<file path="src/rtl/fpu_key_pkg.sv">
// Shared definitions for order-preserving float keys.
// A key is an IEEE-754 single remapped so that unsigned integer compare
// gives the same order as float compare. Holds the key layout, the
// reserved key values and the key-to-float decode used by fkey_dec.
package fpu_key_pkg;

   // Key produced for +0, -0 and all denormals.
   localparam logic [31:0] KEY_ZERO            = 32'h8000_0000;
   // Exponent field that no negative float can produce (it would be ~0x00).
   localparam logic [7:0]  KEY_EXP_ILLEGAL_NEG = 8'hFF;

   typedef struct packed {
      logic        s;
      logic [7:0]  e;
      logic [22:0] m;
   } fkey_t;

   typedef struct packed {
      logic        illegal;
      logic [31:0] data;
   } fdec_t;

   // Key to float. Malformed keys decode to 0x00000000 with illegal set.
   function automatic fdec_t fkey_decode(input fkey_t key);
      fdec_t r;
      r.illegal = 1'b0;
      r.data    = 32'h0000_0000;
      if (key.s) begin
         if (key.e != 8'h00) begin
            r.data = {1'b0, key.e, key.m};
         end else begin
            // Only the canonical zero key is legal with a zero exponent;
            // the sign of zero cannot be recovered, so it decodes to +0.
            r.illegal = (key != KEY_ZERO);
         end
      end else begin
         if (key.e == KEY_EXP_ILLEGAL_NEG) begin
            r.illegal = 1'b1;
         end else begin
            r.data = {1'b1, ~key.e, ~key.m};
         end
      end
      return r;
   endfunction

endpackage

</file>
<file path="src/rtl/fkey_dec_stage.sv">
// Generic valid/ready register slice of width W.
// Loads whenever it is empty or its content is leaving this cycle, so a
// chain of these slices runs at one word per clock. Data only changes on
// an actual transfer in, so the last word stays visible after draining.
module fkey_dec_stage #(
   parameter int W = 32
) (
   input  logic         clk,
   input  logic         rstn,
   input  logic         in_valid_i,
   output logic         in_ready_o,
   input  logic [W-1:0] in_data_i,
   output logic         out_valid_o,
   input  logic         out_ready_i,
   output logic [W-1:0] out_data_o
);

   logic         v_q, v_d;
   logic [W-1:0] data_q, data_d;

   assign in_ready_o  = ~v_q | out_ready_i;
   assign out_valid_o = v_q;
   assign out_data_o  = data_q;

   // Next state: take the incoming word when there is room, else hold.
   always_comb begin
      v_d    = v_q;
      data_d = data_q;
      if (in_ready_o) begin
         v_d = in_valid_i;
         if (in_valid_i) begin
            data_d = in_data_i;
         end
      end
   end

   // Slice registers; reset empties the slice and clears the data.
   always_ff @(posedge clk or negedge rstn) begin
      if (!rstn) begin
         v_q    <= 1'b0;
         data_q <= '0;
      end else begin
         v_q    <= v_d;
         data_q <= data_d;
      end
   end

endmodule

</file>
<file path="src/rtl/fkey_dec.sv">
// fkey_dec: streaming decoder from sortable float keys to IEEE-754 singles.
// Stage 1 holds the raw key, stage 2 holds the decoded word and the
// illegal flag. Optional feature macro: FKEY_DEC_ILLEGAL_CNT_EN enables a
// saturating count of illegal words delivered; without it illegal_cnt is 0.
//
// Handshake: a word moves across an interface on a rising clk edge where
// valid and ready are both high. A producer holds its data stable while
// valid is high and ready is low; ready may depend combinationally on the
// downstream ready (in_ready follows out_ready in the same cycle).
module fkey_dec
   import fpu_key_pkg::*;
(
   input  logic        clk,
   input  logic        rstn,
   input  logic        in_valid,
   output logic        in_ready,
   input  logic [31:0] in_key,
   output logic        out_valid,
   input  logic        out_ready,
   output logic [31:0] out_data,
   output logic        out_illegal,
   output logic [15:0] illegal_cnt
);

   logic        s1_v;
   logic        s2_ready;
   logic [31:0] s1_key;
   fdec_t       s1_dec;
   fdec_t       s2_word;

   fkey_dec_stage #(.W(32)) u_stage1 (
      .clk         (clk),
      .rstn        (rstn),
      .in_valid_i  (in_valid),
      .in_ready_o  (in_ready),
      .in_data_i   (in_key),
      .out_valid_o (s1_v),
      .out_ready_i (s2_ready),
      .out_data_o  (s1_key)
   );

   assign s1_dec = fkey_decode(fkey_t'(s1_key));

   fkey_dec_stage #(.W(33)) u_stage2 (
      .clk         (clk),
      .rstn        (rstn),
      .in_valid_i  (s1_v),
      .in_ready_o  (s2_ready),
      .in_data_i   (s1_dec),
      .out_valid_o (out_valid),
      .out_ready_i (out_ready),
      .out_data_o  (s2_word)
   );

   assign out_data    = s2_word.data;
   assign out_illegal = s2_word.illegal;

`ifdef FKEY_DEC_ILLEGAL_CNT_EN
   logic [15:0] illegal_cnt_q, illegal_cnt_d;

   // Count delivered illegal words, sticking at the maximum.
   always_comb begin
      illegal_cnt_d = illegal_cnt_q;
      if (out_valid && out_ready && out_illegal && (illegal_cnt_q != 16'hFFFF)) begin
         illegal_cnt_d = illegal_cnt_q + 16'd1;
      end
   end

   // Counter register; only reset clears it.
   always_ff @(posedge clk or negedge rstn) begin
      if (!rstn) begin
         illegal_cnt_q <= 16'h0000;
      end else begin
         illegal_cnt_q <= illegal_cnt_d;
      end
   end

   assign illegal_cnt = illegal_cnt_q;
`else
   assign illegal_cnt = 16'h0000;
`endif

endmodule

</file>
<file path="config.mk">
export PLATFORM = sky130hd
export DESIGN_NAME = fkey_dec
export DESIGN_NICKNAME = d
export VERILOG_FILES = /design/src/rtl/fpu_key_pkg.sv /design/src/rtl/fkey_dec_stage.sv /design/src/rtl/fkey_dec.sv
export SDC_FILE = /design/constraint.sdc
export NUM_CORES = 1
export LEC_CHECK = 0
export ABC_AREA = 1
export CORE_ASPECT_RATIO = 1.2
export CORE_MARGIN = 2
export CORE_UTILIZATION = 30
export DETAILED_ROUTE_END_ITERATION = 10
export GPL_ROUTABILITY_DRIVEN = 0
export GPL_TIMING_DRIVEN = 0
export PLACE_DENSITY_LB_ADDON = 0.2
export SLEW_MARGIN = 25
export SYNTH_ARGS = -nofsm -noshare
export SYNTH_HDL_FRONTEND = slang
export SYNTH_SLANG_ARGS = --single-unit
export TNS_END_PERCENT = 50
</file>
<file path="constraint.sdc">
create_clock -name clk -period 2.5 [get_ports clk]
set_input_delay 0.5 -clock clk [delete_from_list [all_inputs] [get_ports clk]]
set_output_delay 0.5 -clock clk [all_outputs]
set_load 0.05 [all_outputs]
</file>
==> reports/results.ini <==
[clock_tree]
clock_latency_ns=0.33
cts_max_path_buffers=2
ctsHtreeMaxLevel=3
cts_buffers=9
hold_buffers=0
cts_sinks=67
root_buffer=clkbuf_16
post_cts_resized=0
clkTransAtPathRegs_ns=0.05
cts_tree=yes
post_cts_buffers=0

[logic_synthesis]
synthArstFlopShare=1.00
ys_seq_elements=67
avgSynthCellArea_sq_um=8.45
synthFlopType=dfrtp_1
synth_area_sq_mm=0.00320
synth_edf_count=0
synth_cell_type_count=23
ys.warnings.count=0
ys_seq_area_frac=0.523
synthCells=379

[floorplanning]
num_rows=41
start_util=0.306
core_area_sq_mm=0.0105
ios=87
die-height_microns=117
dieArea_sq_mm=0.0115
fp.dieW_microns=98.3

[global_route]
grt_overflow=0
grt_max_degree=36
gr-usage-all-layers=0.147
antenna_found_initial=0
grt_pass1_wl_mm=13.2
grt_pass1_vias=2780

[place]
io_buffers=70
dp_hpwl_mm=5.56
place_ws_ns=0.0836
numPlacedInstances=594

[drt]
ant_nets=0
wl_per_cell_microns=12.8
firstDrtPassIters=4
num_vias=2638
via_per_inst=4.32
drtIter0Drc=107
wl_mm=7.81
drc=0

[cells_and_area]
final-seq-area_sq_mm=0.00168
final_cells=610
syn_to_final_growth_pct=38.4
fin_nets=514
num_antenna_cells=0
drive_gt1_frac=0.141
multi_input_area_sq_mm=0.00120
fin_util=0.423
num-fill-cells=1093

[outcome]
status=finished clean

[critical_path]
cpMostUsedCell=clkdlybuf4s50_1
crit_path_cell_trace=clkdlybuf4s50_1 > inv_1 > nand3_2 > clkdlybuf4s50_1
crit_start=out_ready
cp-start-kind=primary input
path_delay_family=buffers and inverters
crit_fanout=3
path_class=primary input to output pin
arrival_ns=1.91
crit_slowest_cell=clkdlybuf4s50_1
r2r_start=u_stage1.out_data_o[27]
path_buf_inv=3
setup.worst_path.end_class=output pin
cp.required_ns=2.00
slowest_delay_ns=0.81

[power]
leakagePower_uw=0.00217
irDropWorstVdd_mv=0.506
p_sw_uw=1770
comb_power_share=0.395
total_power_uw=4500
swShare=0.394
seqPwrFrac=0.337
p_int_uw=2730
p_clk_frac=0.268
p_per_area_mw_per_mm2=1020

[sta]
rsz0062_at_grt=no
finClkSkew_ns=0.00438
worst_pin_slew_ns=0.511
finalCritPeriodShare=0.965
setup_tns_ns=0
setup_violations=0
setup_slack_ns=0.0869
drv_slew=0
min_period_ns=2.41
maxSlewHeadroom=0.658
fmax_mhz=414
hold_viol_final=0

[worst_hold_path]
min_path_type=primary input to async pin

[flow_run]
drv_cap=0

==> Yosys cell counts, types with 2 or more instances <==
master / n / area [sq um]
a21oi_1: 45 / 225
a21oi_2: 6 / 52.6
buf_2: 5 / 25.0
buf_4: 20 / 150
buf_6: 8 / 90.1
dfrtp_1: 67 / 1680
ha_1: 2 / 25.0
inv_1: 28 / 105
inv_2: 3 / 11.3
mux2_2: 5 / 56.3
nand2_1: 120 / 450
nand4_1: 2 / 12.5
nor2_1: 45 / 169
nor2_2: 2 / 12.5
o21ai_0: 8 / 40.0
xor2_1: 6 / 52.6
==> placed cells by master, fill, tap and decap left out, drive strengths merged <==
| cell type | synthesis | final |
|---|---|---|
| nand2 | 122 | 122 |
| conb | 1 | 16 |
| nor3 | 1 | 1 |
| clkinv | 0 | 1 |
| nand4 | 2 | 2 |
| dfrtp | 67 | 67 |
| clkdlybuf4s50 | 0 | 69 |
| ha | 2 | 2 |
| clkbuf | 0 | 15 |
| o21a | 1 | 1 |
| o21ai | 8 | 8 |
| xor2 | 6 | 6 |
| buf | 33 | 35 |
| inv | 31 | 31 |
| nand3 | 2 | 2 |
| mux2 | 5 | 5 |
| a21oi | 51 | 51 |
| nor2 | 47 | 47 |
==> power groups by stage <==
stage	clock network (uW)	registers, uW	logic, uW
finish	1210	1520	1780
floorplan	0	2150	554
global route	1290	1550	1920
CTS	1240	1520	1800
global placement	0	1530	1770
detailed placement	0	1530	1790
==> state kept, by name (all words and copies together) (netlist names) <==
name,count
u_stage1.out_valid_o,1
u_stage2.out_valid_o,1
u_stage2.out_data_o,33
u_stage1.out_data_o,32
==> routing by layer <==
layer,track usage,vias to the layer above,share of wire
met3,0.0273,13,0.039
met1,0.177,1219,0.45
met4,0.0721,0,0.020
met2,0.254,71,0.49
li1,-,1335,-
met5,0,-,0
==> path summary, 6_finish.rpt <==
path,to,slack [ns],cells after the start
setup / recovery,in_ready,0.09,4
hold / removal,u_stage2.out_data_o[29],0.12,1
setup reg to reg,u_stage2.out_data_o[21],1.14,9
hold reg to reg,u_stage2.out_data_o[0],0.47,2
max in group asynchronous,u_stage2.out_data_o[12],1.84,2
min in group clk,u_stage2.out_data_o[0],0.47,2
==> worst reg2reg max path: stages (launching register included) <==
cell and delay, ns:
dfrtp_1 0.42, nor2_2 0.15, nand3_1 0.08, nor2_1 0.11
nor2_2 0.05, inv_2 0.10, buf_6 0.16, nand2_1 0.06
nand2_1 0.07, nand2_1 0.05
==> final cells by class <==
type / instances / share of cell area
clock buffer: 15 / 0.0649
clock inverter: 1 / 0.00113
multi-input combinational: 263 / 0.271
buffer: 33 / 0.0599
tap: 129 / 0.0364
timing repair buffer: 71 / 0.162
sequential: 67 / 0.378
inverter: 31 / 0.0263
==> cell families after synthesis <==
logic type                 Yosys count  synth area share
AOI/OAI and AO/OA                   60             0.102
DFF                                 67             0.523
adders and majority gates            2           0.00781
muxes                                5            0.0176
xor gates and xnor gates             6            0.0164
buffers and inverters               64             0.119
and+or+nand+nor                    174             0.213
other                                1           0.00117
==> per-stage QoR <==
| step | hold slack [ns] | cell area [sq um] |
|---|---|---|
| after floorplan | 0.204 | 3260 |
| after global placement | 0.466 | 4120 |
| after detailed placement | 0.465 | 4140 |
| after CTS | 0.128 | 4430 |
| after global routing | 0.142 | 4430 |
| final | 0.121 | 4430 |
(Power assumes the default switching activity.)
